`config.mk`:
```
export PLATFORM = sky130hd
export DESIGN_NAME = instr_seq_flat
export DESIGN_NICKNAME = d
export VERILOG_FILES = /design/src/rtl/instr_seq_if.sv /design/src/rtl/instr_seq.sv /design/src/flat_wrapper.sv
export SDC_FILE = /design/constraint.sdc
export NUM_CORES = 1
export LEC_CHECK = 0
export CAP_MARGIN = 10
export CORE_UTILIZATION = 40
export CTS_CLUSTER_SIZE = 30
export DETAILED_ROUTE_END_ITERATION = 6
export PLACE_DENSITY = 0.69
export SYNTH_ARGS = -nofsm -noshare
export SYNTH_HDL_FRONTEND = slang
export SYNTH_SLANG_ARGS = --single-unit
```
`constraint.sdc`:
```
create_clock -name clk -period 2.7 [get_ports clk]
set_input_delay 0.675 -clock clk [delete_from_list [all_inputs] [get_ports clk]]
set_output_delay 0.675 -clock clk [all_outputs]
set_load 0.02 [all_outputs]
```
`src/rtl/instr_seq_if.sv`:
```
// ---------------------------------------------------------------------------
// instr_seq_if : bundle of all non-clock/reset signals of instr_seq.
//
//   instrIn/instrValid/instrReady : instruction handshake into the sequencer
//   rdDataA/rdDataB/opSelect      : operands and operation sent to the ALU
//   aluIn                         : combinational ALU result returned
//   wbValid/wbAddr/wbData         : register write-back report
//   errIllegal                    : illegal-opcode pulse
//   retired                       : count of written-back instructions
//
// Modports: slave  = the sequencer (instr_seq)
//           master = the environment (instruction source + ALU)
// ---------------------------------------------------------------------------
interface instr_seq_if #(
    parameter int DATA_W     = 16,
    parameter int REG_ADDR_W = 3
);
    logic [DATA_W-1:0]     instrIn;
    logic                  instrValid;
    logic                  instrReady;
    logic [DATA_W-1:0]     rdDataA;
    logic [DATA_W-1:0]     rdDataB;
    logic [1:0]            opSelect;
    logic [DATA_W-1:0]     aluIn;
    logic                  wbValid;
    logic [REG_ADDR_W-1:0] wbAddr;
    logic [DATA_W-1:0]     wbData;
    logic                  errIllegal;
    logic [DATA_W-1:0]     retired;

    modport master (
        output instrIn, instrValid, aluIn,
        input  instrReady, rdDataA, rdDataB, opSelect,
               wbValid, wbAddr, wbData, errIllegal, retired
    );

    modport slave (
        input  instrIn, instrValid, aluIn,
        output instrReady, rdDataA, rdDataB, opSelect,
               wbValid, wbAddr, wbData, errIllegal, retired
    );
endinterface

```
`src/rtl/instr_seq.sv`:
```
// ---------------------------------------------------------------------------
// instr_seq : four-state instruction sequencer with an 8 x 16-bit register
// file, driving an external combinational ALU.
//
// Ports:
//   clk   - single clock, rising edge
//   rstN  - asynchronous active-low reset
//   bus   - instr_seq_if.slave (handshake, ALU operands/result, write-back,
//           illegal-opcode pulse, retired counter)
//
// Instruction word: [15:13] op, [12:10] rd, [9:7] ra, [6:4] rb, [9:0] imm.
//   op 000 add, 001 sub, 010 nand, 011 pass B, 100 LDI, 101-111 illegal.
//
// Sequence: IDLE -> DECODE -> EXEC -> WB -> IDLE (illegal ops: DECODE -> IDLE).
//
// Optional feature: define INSTR_SEQ_ZERO_REG_EN to hard-wire R0 to zero.
// ---------------------------------------------------------------------------
module instr_seq #(
    parameter int DATA_W     = 16,
    parameter int REG_ADDR_W = 3
) (
    input  logic       clk,
    input  logic       rstN,
    instr_seq_if.slave bus
);
    localparam int NUM_REGS = 1 << REG_ADDR_W;
    localparam int IMM_W    = 10;

    typedef enum logic [1:0] {IDLE, DECODE, EXEC, WB} state_t;

    state_t state_q, state_d;

    logic [DATA_W-1:0]     instr_q;
    logic [DATA_W-1:0]     regs [NUM_REGS];
    logic [DATA_W-1:0]     rd_data_a_q;
    logic [DATA_W-1:0]     rd_data_b_q;
    logic [1:0]            op_select_q;
    logic [DATA_W-1:0]     result_q;
    logic [REG_ADDR_W-1:0] wb_addr_q;
    logic                  wb_valid_q;
    logic                  err_illegal_q;
    logic [DATA_W-1:0]     retired_q;

    logic [2:0]            op;
    logic [REG_ADDR_W-1:0] rd, ra, rb;
    logic [IMM_W-1:0]      imm;
    logic                  is_alu_op;
    logic                  is_ldi;
    logic                  reg_we;

    function automatic logic signed [DATA_W-1:0] sext_imm(input logic [IMM_W-1:0] v);
        return {{(DATA_W-IMM_W){v[IMM_W-1]}}, v};
    endfunction

    // Instruction fields come from the captured word, so they stay stable
    // through DECODE, EXEC and WB.
    assign op        = instr_q[15:13];
    assign rd        = instr_q[12:10];
    assign ra        = instr_q[9:7];
    assign rb        = instr_q[6:4];
    assign imm       = instr_q[9:0];
    assign is_alu_op = (op[2] == 1'b0);
    assign is_ldi    = (op == 3'b100);

`ifdef INSTR_SEQ_ZERO_REG_EN
    // R0 is reset to zero and never written, so it always reads zero; the
    // write-back report and retired count are unaffected.
    assign reg_we = (state_q == WB) && (rd != '0);
`else
    assign reg_we = (state_q == WB);
`endif

    always_ff @(posedge clk or negedge rstN) begin
        if (!rstN) begin
            state_q <= IDLE;
        end else begin
            state_q <= state_d;
        end
    end

    always_comb begin
        state_d = state_q;
        unique case (state_q)
            IDLE:    if (bus.instrValid) state_d = DECODE;
            DECODE:  state_d = (is_alu_op || is_ldi) ? EXEC : IDLE;
            EXEC:    state_d = WB;
            WB:      state_d = IDLE;
            default: state_d = IDLE;
        endcase
    end

    // Register file: written only on the WB -> IDLE edge, so a following
    // instruction's DECODE already sees the new value (no forwarding needed).
    always_ff @(posedge clk or negedge rstN) begin
        if (!rstN) begin
            for (int i = 0; i < NUM_REGS; i++) begin
                regs[i] <= '0;
            end
        end else if (reg_we) begin
            regs[rd] <= result_q;
        end
    end

    always_ff @(posedge clk or negedge rstN) begin
        if (!rstN) begin
            instr_q       <= '0;
            rd_data_a_q   <= '0;
            rd_data_b_q   <= '0;
            op_select_q   <= '0;
            result_q      <= '0;
            wb_addr_q     <= '0;
            wb_valid_q    <= 1'b0;
            err_illegal_q <= 1'b0;
            retired_q     <= '0;
        end else begin
            wb_valid_q    <= 1'b0;
            err_illegal_q <= 1'b0;
            unique case (state_q)
                IDLE: begin
                    if (bus.instrValid) instr_q <= bus.instrIn;
                end
                DECODE: begin
                    if (is_alu_op) begin
                        rd_data_a_q <= regs[ra];
                        rd_data_b_q <= regs[rb];
                        op_select_q <= op[1:0];
                    end else if (is_ldi) begin
                        // LDI goes through the ALU as "pass B"; A is left alone.
                        rd_data_b_q <= sext_imm(imm);
                        op_select_q <= 2'b11;
                    end else begin
                        err_illegal_q <= 1'b1;
                    end
                end
                EXEC: begin
                    // result_q doubles as wbData, so it holds between writes.
                    result_q   <= bus.aluIn;
                    wb_addr_q  <= rd;
                    wb_valid_q <= 1'b1;
                end
                WB: begin
                    retired_q <= retired_q + DATA_W'(1);
                end
                default: ;
            endcase
        end
    end

    assign bus.instrReady = (state_q == IDLE);
    assign bus.rdDataA    = rd_data_a_q;
    assign bus.rdDataB    = rd_data_b_q;
    assign bus.opSelect   = op_select_q;
    assign bus.wbValid    = wb_valid_q;
    assign bus.wbAddr     = wb_addr_q;
    assign bus.wbData     = result_q;
    assign bus.errIllegal = err_illegal_q;
    assign bus.retired    = retired_q;

endmodule

```
`src/flat_wrapper.sv`:
```
// flat-port wrapper written by rule: the top's interface ports become plain ports
module instr_seq_flat 
#(
    parameter int DATA_W     = 16,
    parameter int REG_ADDR_W = 3
)
  (clk, rstN, bus_instrIn, bus_instrValid, bus_aluIn, bus_instrReady, bus_rdDataA, bus_rdDataB, bus_opSelect, bus_wbValid, bus_wbAddr, bus_wbData, bus_errIllegal, bus_retired);
  instr_seq_if #(.DATA_W(DATA_W), .REG_ADDR_W(REG_ADDR_W)) bus_i ();
  input  logic clk;
  input  logic rstN;
  input wire logic [$bits(bus_i.instrIn)-1:0] bus_instrIn;
  input wire logic [$bits(bus_i.instrValid)-1:0] bus_instrValid;
  input wire logic [$bits(bus_i.aluIn)-1:0] bus_aluIn;
  output wire logic [$bits(bus_i.instrReady)-1:0] bus_instrReady;
  output wire logic [$bits(bus_i.rdDataA)-1:0] bus_rdDataA;
  output wire logic [$bits(bus_i.rdDataB)-1:0] bus_rdDataB;
  output wire logic [$bits(bus_i.opSelect)-1:0] bus_opSelect;
  output wire logic [$bits(bus_i.wbValid)-1:0] bus_wbValid;
  output wire logic [$bits(bus_i.wbAddr)-1:0] bus_wbAddr;
  output wire logic [$bits(bus_i.wbData)-1:0] bus_wbData;
  output wire logic [$bits(bus_i.errIllegal)-1:0] bus_errIllegal;
  output wire logic [$bits(bus_i.retired)-1:0] bus_retired;
  assign bus_i.instrIn = bus_instrIn;
  assign bus_i.instrValid = bus_instrValid;
  assign bus_i.aluIn = bus_aluIn;
  assign bus_instrReady = bus_i.instrReady;
  assign bus_rdDataA = bus_i.rdDataA;
  assign bus_rdDataB = bus_i.rdDataB;
  assign bus_opSelect = bus_i.opSelect;
  assign bus_wbValid = bus_i.wbValid;
  assign bus_wbAddr = bus_i.wbAddr;
  assign bus_wbData = bus_i.wbData;
  assign bus_errIllegal = bus_i.errIllegal;
  assign bus_retired = bus_i.retired;
  instr_seq #(.DATA_W(DATA_W), .REG_ADDR_W(REG_ADDR_W)) u_core (.clk(clk), .rstN(rstN), .bus(bus_i));
endmodule
```
After elaboration in Yosys (flattened, before gate mapping)
Index checks and enable logic that the tools add are counted.

storage, ports and cells
  flip-flop bits (word level) = 217
  input bits = 35

operators by class
  multiplexer cells = 20
  add/subtract/negate cells = 1
  magnitude comparators = 4
  bitwise operators = 4
  equality and inequality tests = 6
  reduce and logical (&&, ||, !) cells = 6

operator list
  cell                   number
  $bwmux 128             1
  $mux 16                7
  $bmux 16 s3            2
  $demux 16 s3           1
  $add 16x1->16 const B  1
  $ge 4x4->1 const B     3
  $not 3->4              3
  $mux 2                 4
  $pmux 2 s4             1
  $reduce_and 2->1       3
  $eq 2x2->1 const B     2
  $lt 4x1->1 const B     1
  $mux 1                 4
  $ne 2x2->1 const B     2
  $eq 3x3->1 const B     1
  $eq 2x1->1 const B     1
  $logic_not 2->1        1
  $logic_and 1x1->1      1
  $logic_or 1x1->1       1
  $not 1->1              1

Longest topological paths before layout
Gate-level depths: netlist (run 1).

  depth in word-level cells = 6
  depth in mapped cells = 7
  depth with buffers taken out = 5

Worst setup path before layout (run 1)
Ideal clock, no wire load.

  path type = register to register
  start = register with a tool-made name
  end = register u_core.instr_q[10]
  cell stages (with the launch flop) = 7
  slack = 0.846 ns
  period minus slack after synthesis = 1.854 ns
  library setup time = 0.125 ns
  arrival time = 1.729 ns
  cell sequence = dfrtp_1 -> buf_4 -> nor2_1 -> and2_1 -> buf_2 -> buf_2 -> mux2_2

RTL lines
  element               line              source
  end signal, assigned  instr_seq.sv:120  if (bus.instrValid) instr_q <= bus.instrIn;
  end, declared         instr_seq.sv:33   logic [DATA_W-1:0] instr_q;

==> impl_table.tex, run 1 <==
\begin{tabular}{lr}
\hline
Metric & Value \\
\hline
\multicolumn{2}{l}{\textbf{Run status}} \\
\quad Run status & finished, final reports clean \\
\multicolumn{2}{l}{\textbf{Hold path}} \\
\quad Path category of the worst min-delay check & reg -> reg \\
\quad Hold endpoint & u\_core.bus.retired[15] \\
\quad Hold wc startpoint & u\_core.bus.retired[15] \\
\quad Number of stages on the worst hold path & 1 \\
\multicolumn{2}{l}{\textbf{Synth}} \\
\quad Ys async rst share & 100\% \\
\quad Multiplexer share of the synthesized area & 33.6\% \\
\quad Number of enable flip-flop cells after synthesis & 0 \\
\quad Part of the Yosys area used for sequential elements & 53.1\% \\
\quad Compound-gate portion of the synthesized area & 3.56\% \\
\quad Area share of fa/ha/maj cells after synthesis & 0.122\% \\
\quad Unique cell type count in the Yosys netlist & 42 \\
\quad Dominant synthesized flop cell & dfrtp\_1 \\
\quad Post-synthesis cell count & 730 \\
\quad XOR/XNOR share of the synthesized area & 1.29\% \\
\quad Area of the mapped netlist & 10,200 sq um \\
\quad Mean area per synthesized cell & 14.0 sq um \\
\quad Count of synthesis-stage warnings from yosys & 0 \\
\quad Synthesis-stage register bit count & 217 \\
\quad Number of nets in the synthesized netlist & 766 \\
\quad Main combinational cell family by area after synthesis & multiplexers \\
\quad Simple-Gate Fraction of Synth Area & 5.84\% \\
\multicolumn{2}{l}{\textbf{Timing}} \\
\quad Final hold violation count & 0 \\
\quad Setup Viol. Count Final & 0 \\
\quad Slew margin rel. & 35.8\% \\
\quad Share of the clock period used by the worst path after layout & 93.8\% \\
\quad Setup repair after global routing missed its margin & no \\
\quad Worst setup slack after layout & 0.168 ns \\
\quad Setup clock skew after layout & 0.0233 ns \\
\quad Final setup TNS & 0 ns \\
\quad Min Tclk post-route & 2.53 ns \\
\quad Max-slew violation count & 0 \\
\quad Actual slew at the worst max-slew pin & 0.964 ns \\
\quad Fmax achieved & 0.395 GHz \\
\multicolumn{2}{l}{\textbf{Cells and area}} \\
\quad Final Instance Count excl. Fillers & 1,194 \\
\quad Number of inserted diodes & 0 \\
\quad Share of post-route cells with drive strength above 1 & 33.4\% \\
\quad Cell area after layout & 12,600 sq um \\
\quad Layout-stage area growth over the synthesis result & 23.0\% \\
\quad Layout net count & 882 \\
\quad Post-Route Utilization & 50.1\% \\
\multicolumn{2}{l}{\textbf{Placed design}} \\
\quad Total of buffers placed on input and output ports & 106 \\
\quad Final RePlAce weighted congestion & 0.761 \\
\quad Post-detailed-placement half-perimeter wirelength & 16,000 um \\
\quad Cell count after placement & 1,149 \\
\quad Worst setup slack before clock tree synthesis & 0.533 ns \\
\quad Area of placed instances & 11,800 sq um \\
\multicolumn{2}{l}{\textbf{Critical path}} \\
\quad Worst Setup Start Kind & flip-flop \\
\quad Critical R2R Launch & u\_core.state\_q[0] \\
\quad Register-to-register setup slack & 0.49 ns \\
\quad Element type at the critical path end & primary output \\
\quad R2r worst-path depth & 4 \\
\quad Worst Path Class, Setup & reg -> out \\
\quad Crit path arrival time & 1.86 ns \\
\quad R2r endpoint & u\_core.regs[92] \\
\quad Peak fanout along the critical path & 11 \\
\quad Critical path data required time & 2.03 ns \\
\multicolumn{2}{l}{\textbf{CTS}} \\
\quad Number of buffers inserted during clock tree synthesis & 24 \\
\quad Maximum level of the CTS H-tree & 1 \\
\quad Clock tree from TritonCTS & yes \\
\quad Buffers inserted during post-CTS setup optimization & 0 \\
\quad Gates resized, CTS repair & 0 \\
\quad Clock sinks & 217 \\
\quad Clk slew on worst S/H paths & 0.06 ns \\
\quad Clk root buf & clkbuf\_16 \\
\quad Clk buf depth & 3 \\
\quad Worst skew pair latency & 0.52 ns \\
\multicolumn{2}{l}{\textbf{Floorplanning}} \\
\quad Full die area & 26,200 sq um \\
\quad DIE HEIGHT & 162 um \\
\quad Number of rows in the core area & 58 \\
\quad Die Span X & 162 um \\
\quad Area of the core & 25,100 sq um \\
\quad Top-level port count & 107 \\
\quad Starting density of the core & 40.7\% \\
\multicolumn{2}{l}{\textbf{Run}} \\
\quad Reported max-cap violation count & 0 \\
\multicolumn{2}{l}{\textbf{Routing}} \\
\quad First-pass iteration count of the detailed router & 4 \\
\quad Final ANT Viol Nets & 0 \\
\quad Via density per instance & 5.48 \\
\quad Initial detailed-routing violation count & 413 \\
\quad Average routed wire per standard cell & 20.6 um \\
\quad Detailed-route via count & 6,541 \\
\quad DRC Markers & 0 \\
\quad Drt total wl & 24,600 um \\
\multicolumn{2}{l}{\textbf{Global routing}} \\
\quad Initial antenna violation count & 0 \\
\quad Aggregate global-route resource usage & 19.4\% \\
\quad Vias in the first global route & 6,743 \\
\quad Global-route wire length before repair & 39,200 um \\
\quad Final global-route overflow total & 0 \\
\quad Largest net degree at the start of global routing & 80 \\
\multicolumn{2}{l}{\textbf{Power}} \\
\quad Power density normalized to cell area & 1310 nW/um\^{}2 \\
\quad Cell leakage power & 5.45 nW \\
\quad Maximum VDD drop & 0.657 mV \\
\hline
\end{tabular}
==> cell families after synthesis <==
| family | count (synthesis) |
|---|---|
| multiplexers | 265 |
| flip-flops | 217 |
| AND/OR/NAND/NOR | 118 |
| AO/OA/AOI/OAI | 63 |
| buffers and inverters | 51 |
| XOR/XNOR | 15 |
| adder cells (fa/ha/maj) | 1 |
==> synthesized netlist by cell type (all sizes together), types with 4 or more instances <==
cell,instances,area share [%]
mux2,164,18
nor2b,4,0.24
clkbuf,16,0.59
and3,4,0.24
nand3,15,0.73
o21ai,5,0.24
nand4,4,0.24
buf,32,1.8
nand2,15,0.62
mux2i,58,5.7
a21oi,38,1.9
xor2,6,0.51
a22oi,7,0.51
mux4,43,9.5
dfrtp,217,53
xnor2,9,0.77
nor2,47,1.7
nor3,8,0.54
==> through the flow <==
step | hold slack, ns | power, mW
after CTS | 0.475 | 16.6
after global routing | 0.493 | 17.5
final | 0.472 | 16.5
after floorplan | 0.379 | 10.7
after detailed placement | 0.466 | 13.3
after global placement | 0.461 | 13.1
==> layer usage <==
metal	up-vias	share of wire (%)	wire length (um)	GRT usage (%)
met5	-	0	0	0
met4	0	1.6	387	4.50
met3	27	4.1	1010	2.94
met2	143	47	11600	30.9
met1	3441	47	11600	27.8
li1	2930	-	-	-
==> area by class of cell <==
class                   instances  area, sq um
flip-flops and latches        217         5430
inverters                       3         11.3
repair buffers                138         1370
fillers                      2221        12500
clock buffers                  35          712
well taps                     330          413
multi-input cells             462         4550
clock inverters                 9         91.3
==> timing repair <==
| action | in CTS | in global routing |
|---|---|---|
| endpoints found under the hold margin | 8 | 0 |
| setup endpoints to repair | 0 | 0 |
| hold buffers | 1 | 0 |
==> worst max-delay path: stages (launching register included) <==
cell and delay, ns:
dfrtp_1 0.51, nor2_1 0.20, clkdlybuf4s50_1 0.63
==> report_power, final <==
part / internal [mW] / leakage (nW) / switching (mW)
combinational: 3.83 / 2.34 / 3.09
sequential: 4.72 / 2.71 / 1.58
clock: 1.94 / 0.397 / 1.34
==> cell usage in the layout, fill, tap and decap left out, types with 4 or more instances in the layout <==
| master | instances |
|---|---|
| xor2_1 | 6 |
| nor3_1 | 5 |
| mux2i_1 | 58 |
| nor2_1 | 47 |
| mux2_2 | 154 |
| mux4_2 | 43 |
| dfrtp_1 | 215 |
| nand2_1 | 14 |
| nand4_1 | 4 |
| and3_1 | 4 |
| xnor2_1 | 9 |
| mux2_4 | 10 |
| buf_4 | 26 |
| nand3_1 | 15 |
| clkbuf_1 | 4 |
| a22oi_1 | 7 |
| clkbuf_8 | 8 |
| a21oi_1 | 38 |
| o21ai_0 | 5 |
| clkbuf_16 | 24 |
| clkinv_2 | 4 |
| clkdlybuf4s50_1 | 105 |
| buf_12 | 5 |
==> sequential cells by signal, summed over array words and instances (netlist names), named ones only <==
| register | count |
|---|---|
| u_core.bus.rdDataA | 16 |
| u_core.state_q | 1 |
| u_core.bus.errIllegal | 1 |
| u_core.regs | 128 |
| u_core.bus.rdDataB | 16 |
| u_core.bus.opSelect | 2 |
| u_core.bus.wbAddr | 3 |
| u_core.bus.wbData | 16 |
| u_core.bus.wbValid | 1 |
| u_core.bus.retired | 16 |
| u_core.instr_q | 16 |
==> worst max path at each step <==
stage | start | to | slack [ns] | cells after the start
floorplan | flip-flop | u_core.instr_q[10] | 0.85 | 6
global placement | flip-flop | u_core.regs[87] | 0.60 | 4
detailed placement | u_core.state_q[0] | u_core.regs[92] | 0.53 | 4
CTS | flip-flop | bus_instrReady | 0.15 | 2
global route | flip-flop | bus_instrReady | 0.07 | 2
finish | flip-flop | bus_instrReady | 0.17 | 2
(Power assumes the default switching activity.)
==> run 2: changes to the inputs <==
Settings changed: CORE_MARGIN set to 8, PLACE_DENSITY 0.69 to 0.62.
==> impl_table.tex, run 2 (synthesized netlist as in run 1, its figures left out) <==
\begin{tabular}{lr}
\hline
Metric & Value \\
\hline
\multicolumn{2}{l}{\textbf{Cells and area}} \\
\quad Number of inserted diodes & 0 (unchanged) \\
\quad Area taken by flip-flops and latches & 5430 sq um (unchanged) \\
\quad Largest register FFs & 128 (unchanged) \\
\quad Commonest non-fill, non-tap cell in the layout & dfrtp\_1 \\
\quad Layout net count & 887 (+0.57\%) \\
\quad Largest register by flop count & u\_core.regs \\
\quad Share of post-route cells with drive strength above 1 & 34.1\% (+0.61 points) \\
\quad Most used cells in the layout excluding fill and tap cells & 215 x dfrtp\_1, 154 x mux2\_2, 105 x clkdlybuf4s50\_1, 58 x mux2i\_1, 47 x nor2\_1 \\
\quad Filler Cell Count & 2,246 (+1.1\%) \\
\quad Layout-stage area growth over the synthesis result & 23.1\% (about the same) \\
\quad Combined area of the multi-input logic cells & 4550 sq um (unchanged) \\
\quad Cell area after layout & 12,600 sq um (about the same) \\
\multicolumn{2}{l}{\textbf{Hold path}} \\
\quad Path category of the worst min-delay check & in -> async \\
\multicolumn{2}{l}{\textbf{Power}} \\
\quad Internal power & 10.5 mW (about the same) \\
\quad Clock share of power & 20.0\% (+0.2 points) \\
\quad Logic gate share of total power & 42.1\% (about the same) \\
\quad PnR Total Power & 16.6 mW (+0.33\%) \\
\quad Cell leakage power & 5.45 nW (about the same) \\
\quad Maximum VDD drop & 0.580 mV (-12\%) \\
\quad Power density normalized to cell area & 1320 nW/um\^{}2 (+0.27\%) \\
\quad Share of total power in sequential cells & 37.9\% (-0.3 points) \\
\quad Switching power as a share of total power & 36.6\% (+0.15 points) \\
\quad Switching power summed over all nets & 6.05 mW (+0.74\%) \\
\multicolumn{2}{l}{\textbf{CTS}} \\
\quad Clock sinks & 217 (unchanged) \\
\quad Gates resized, CTS repair & 0 (unchanged) \\
\quad Worst skew pair latency & 0.52 ns (about the same) \\
\quad Number of buffers inserted during clock tree synthesis & 25 (+4.2\%) \\
\quad Maximum level of the CTS H-tree & 1 (unchanged) \\
\quad Clk root buf & clkbuf\_16 \\
\quad Clock tree from TritonCTS & yes \\
\quad Hold-fix buffer count after cts & 0 (-1) \\
\quad Clk buf depth & 3 (unchanged) \\
\quad Buffers inserted during post-CTS setup optimization & 0 (unchanged) \\
\quad Clk slew on worst S/H paths & 0.07 ns (about the same) \\
\multicolumn{2}{l}{\textbf{Floorplanning}} \\
\quad Number of rows in the core area & 58 (unchanged) \\
\quad Top-level port count & 107 (unchanged) \\
\quad Full die area & 30,900 sq um (+18\%) \\
\quad Starting density of the core & 40.7\% (unchanged) \\
\quad DIE HEIGHT & 176 um (+8.6\%) \\
\quad Area of the core & 25,100 sq um (unchanged) \\
\quad Die Span X & 176 um (+8.6\%) \\
\multicolumn{2}{l}{\textbf{Routing}} \\
\quad Average routed wire per standard cell & 21.6 um (+5.1\%) \\
\quad Initial detailed-routing violation count & 475 (+15\%) \\
\quad Via density per instance & 5.44 (-0.72\%) \\
\quad Detailed-route via count & 6,521 (-0.31\%) \\
\quad Drt total wl & 25,900 um (+5.6\%) \\
\quad Final ANT Viol Nets & 0 (unchanged) \\
\quad DRC Markers & 0 (unchanged) \\
\quad First-pass iteration count of the detailed router & 4 (unchanged) \\
\multicolumn{2}{l}{\textbf{Global routing}} \\
\quad Final global-route overflow total & 0 (unchanged) \\
\quad Aggregate global-route resource usage & 17.0\% (-2.4 points) \\
\quad Largest net degree at the start of global routing & 56 (-30\%) \\
\quad Global-route wire length before repair & 41,400 um (+5.8\%) \\
\quad Vias in the first global route & 6,878 (+2.0\%) \\
\quad Initial antenna violation count & 0 (unchanged) \\
\multicolumn{2}{l}{\textbf{Timing}} \\
\quad Actual slew at the worst max-slew pin & 0.899 ns (-0.0647 ns) \\
\quad Final setup TNS & 0 ns (unchanged) \\
\quad Max-slew violation count & 0 (unchanged) \\
\quad Setup Viol. Count Final & 0 (unchanged) \\
\quad Fmax achieved & 0.393 GHz (-0.61\%) \\
\quad Min Tclk post-route & 2.55 ns (+0.0155 ns) \\
\quad Final hold violation count & 0 (unchanged) \\
\quad Setup clock skew after layout & 0.0103 ns (-0.0130 ns) \\
\quad Worst setup slack after layout & 0.153 ns (-0.0155 ns) \\
\quad Share of the clock period used by the worst path after layout & 94.3\% (+0.57 points) \\
\quad Slew margin rel. & 40.1\% (+4.3 points) \\
\quad Hold slack final & 0.0901 ns (-0.382 ns) \\
\quad Setup repair after global routing missed its margin & no \\
\multicolumn{2}{l}{\textbf{Critical path}} \\
\quad R2r worst-path depth & 4 (unchanged) \\
\quad Crit path arrival time & 1.87 ns (about the same) \\
\quad Element type at the critical path end & primary output \\
\quad Worst Setup Start Kind & flip-flop \\
\quad Worst Path Class, Setup & reg -> out \\
\quad Critical path data required time & 2.03 ns (about the same) \\
\quad Peak fanout along the critical path & 11 (unchanged) \\
\multicolumn{2}{l}{\textbf{Run status}} \\
\quad Run status & finished, final reports clean \\
\multicolumn{2}{l}{\textbf{Placed design}} \\
\quad Total of buffers placed on input and output ports & 106 (unchanged) \\
\quad Post-detailed-placement half-perimeter wirelength & 17,300 um (+8.0\%) \\
\quad Final RePlAce weighted congestion & 0.776 (+2.1\%) \\
\quad Worst setup slack before clock tree synthesis & 0.559 ns (+0.0256 ns) \\
\quad Area of placed instances & 11,800 sq um (+0.12\%) \\
\multicolumn{2}{l}{\textbf{Run}} \\
\quad Reported max-cap violation count & 0 (unchanged) \\
\hline
\end{tabular}
==> run 2: layout make-up <==
type                            count  area share (%)
Tap cell                          330            3.28
Multi-Input combinational cell    462            36.1
Clock inverter                     15            1.13
Inverter                            3          0.0895
Clock buffer                       30            5.28
Timing Repair Buffer              142            10.9
Sequential cell                   217            43.2
==> run 2: metal layers <==
| layer | global-route usage, % | wire [um] | vias up |
|---|---|---|---|
| li1 | - | - | 2927 |
| met1 | 23.2 | 11700 | 3420 |
| met2 | 27.8 | 12600 | 142 |
| met3 | 2.58 | 1140 | 32 |
| met4 | 4.45 | 527 | 0 |
| met5 | 0 | 0 | - |
==> run 2: path summary, 6_finish.rpt <==
| check | startpoint | to | slack, ns |
|---|---|---|---|
| max | flip-flop | bus_instrReady | 0.15 |
| min | rstN | u_core.bus.wbData[1] | 0.09 |
| max reg2reg | flip-flop | u_core.regs[85] | 0.57 |
| min reg2reg | u_core.bus.retired[15] | u_core.bus.retired[15] | 0.47 |
| max in group asynchronous | rstN | u_core.bus.rdDataB[6] | 1.85 |
| min in group clk | u_core.bus.retired[15] | u_core.bus.retired[15] | 0.47 |
==> run 2: through the flow <==
step | cells | utilization [%]
after floorplan | 730 | -
after detailed placement | 1154 | 46.9
final | 1199 | 50.1
after global routing | 1199 | 50.1
after CTS | 1199 | 50.1
after global placement | 1154 | 46.9
==> run 2: power groups by stage <==
| stage | sequential [mW] | clock (mW) | combinational [mW] |
|---|---|---|---|
| after detailed placement | 6.31 | 0 | 7.06 |
| after global routing | 6.52 | 3.52 | 7.52 |
| final | 6.27 | 3.31 | 6.97 |
| after floorplan | 6.16 | 0 | 4.50 |
| after global placement | 6.28 | 0 | 6.96 |
| after CTS | 6.27 | 3.40 | 7.08 |
==> run 2: critical path: stages (launching register included) <==
cell and delay, ns:
dfrtp_1 0.50, nor2_1 0.22, clkdlybuf4s50_1 0.64
==> edit (settings of run 2) <==
Add a define of `INSTR_SEQ_ZERO_REG_EN`.
--- a/src/rtl/instr_seq.sv
+++ b/src/rtl/instr_seq.sv
@@ -15,6 +15,8 @@
 //
 // Optional feature: define INSTR_SEQ_ZERO_REG_EN to hard-wire R0 to zero.
 // ---------------------------------------------------------------------------
+`define INSTR_SEQ_ZERO_REG_EN
+
 module instr_seq #(
     parameter int DATA_W     = 16,
     parameter int REG_ADDR_W = 3
Check against the original RTL: not equivalent (Yosys sat finds a counterexample within 10 cycles, from zero or initial values and one cycle with rstN low).
==> edit against run 2 <==
Worst setup slack gained 0.12 ns. Sequential cell count did not move. Synthesized cell count shrank 1.5%. Power decreased by 1.3%. Routed wire length grew 0.12%. Hold slack better by 0.061 ns. Via count down 2.5%. Final area shrank 1.0%. Fmax rose by 5.0%. Clock skew increased by 0.0046 ns. Area after synthesis decreased by 1.7%. Critical endpoint is now bus_wbData[7].
==> edit: results (changes against run 2) <==
[status]
status=completed

[route]
first_iter_violations=361  ; -24%
dr_wl_met3_um=1116  ; -2.1%
wl_met2_um=12900  ; +2.7%
vias=6359  ; -2.5%
wirelength_met1_um=11400  ; -2.6%
drt_wl_total_um=25980  ; +0.12%

[synth]
synthTopCellsByArea=dfrtp_1 54%, mux2_2 16%, mux4_2 9.2%
syn-num-nets=755  ; -1.4%
seq_area_frac_synth=0.5406  ; +0.009331
synth.distinct_cells=46  ; +9.5%
synth_common_cells=217 x dfrtp_1, 140 x mux2_2, 60 x mux2i_1

[placement]
routabilityCongestion=0.7984  ; +2.8%
hpwlAfterDp_um=17380  ; +0.29%
numPortBuffers=106  ; unchanged
place_area_sq_um=11600  ; -1.5%

[sta]
slew-limit-headroom=0.4843  ; +0.08354
slew_viol_final=0  ; unchanged
skew_ns=0.01496  ; +0.004621 ns
finalSetupViolations=0  ; unchanged

[cells_and_area]
drive_gt1_frac=0.3274  ; -0.01322
largest_reg_flops=128  ; unchanged
num-nets-final=862  ; -2.8%

[grt]
track_usage=0.1714  ; +0.001532
antenna_found_initial=0  ; unchanged
grt_pass1_vias=6975  ; +1.4%
grt_pass1_wl_um=41270  ; -0.40%
grt_max_degree=78  ; +39%

[power_and_ir_drop]
p_leak_uw=0.005423  ; -0.51%
ir_worst_vdd_mv=0.6025  ; +4.0%

[clock_tree]
cts_made_buffers=24  ; -4.0%
path_clk_slew_ns=0.06
post_cts_buffers=0  ; unchanged
root_buffer=clkbuf_16

[critical_path]
critical_path_arrival_ns=1.75  ; -0.12 ns
critPathMaxStageDelay_ns=0.69  ; +0.05 ns
cpMaxStageDelayCell=clkdlybuf4s50_1
cp_top_family=buffers and inverters
cp_max_fo=9  ; -2

[worst_hold_path]
hold_path_class=in2async

==> edit: final timing paths <==
kind                                       from                    to  slack [ns]  cells past startpoint
setup / recovery           u_core.bus.wbData[7]         bus_wbData[7]        0.27                      1
hold / removal                             rstN  u_core.bus.wbData[8]        0.15                      1
setup reg to reg              u_core.state_q[0]       u_core.regs[90]        0.61                      5
hold reg to reg                u_core.regs[120]      u_core.regs[120]        0.39                      0
max in group asynchronous                  rstN       u_core.regs[11]        1.79                      2
min in group clk               u_core.regs[120]      u_core.regs[120]        0.39                      0
==> edit: logic make-up (layout without fill, tap and decap cells) <==
family,Yosys count,after routing,synth area share
buf+inv,60,184,0.02740
xor+xnor,15,15,0.01308
mux,251,251,0.3236
flops,217,217,0.5406
compound gates,65,65,0.03886
simple gates,110,110,0.05518
fa+ha+maj,1,1,0.001245
==> edit: power by group <==
group          total (uW)  internal [uW]  switching [uW]
Combinational        6600           3670            2940
Clock                3530           2210            1320
Sequential           6200           4610            1590
Total               16300          10500            5850
==> edit: final cells by class <==
cell class,count,area [sq um]
fill,2131,12440
sequential,217,5433
multi-input combinational,442,4342
timing repair buffer,140,1409
clock buffer,35,713.2
tap,330,412.9
clock inverter,8,142.6
inverter,1,3.754
==> edit: routing by layer <==
metal | vias up | track usage
met3 | 39 | 0.03059
met4 | 0 | 0.04560
met1 | 3335 | 0.2229
met5 | - | 0
li1 | 2846 | -
met2 | 139 | 0.2900
==> edit: stage by stage <==
stage               instances  hold WS (ns)  total power (uW)  utilization  setup slack [ns]
finish                   1173        0.1511             16330       0.5004            0.2737
global route             1173        0.1796             17260       0.5004            0.2036
CTS                      1173        0.1612             16510       0.5004            0.2518
detailed placement       1130        0.3853             12920       0.4660            0.6174
global placement         1130        0.3784             12680       0.4660            0.6723
floorplan                 719        0.3794             10170            -            0.8202
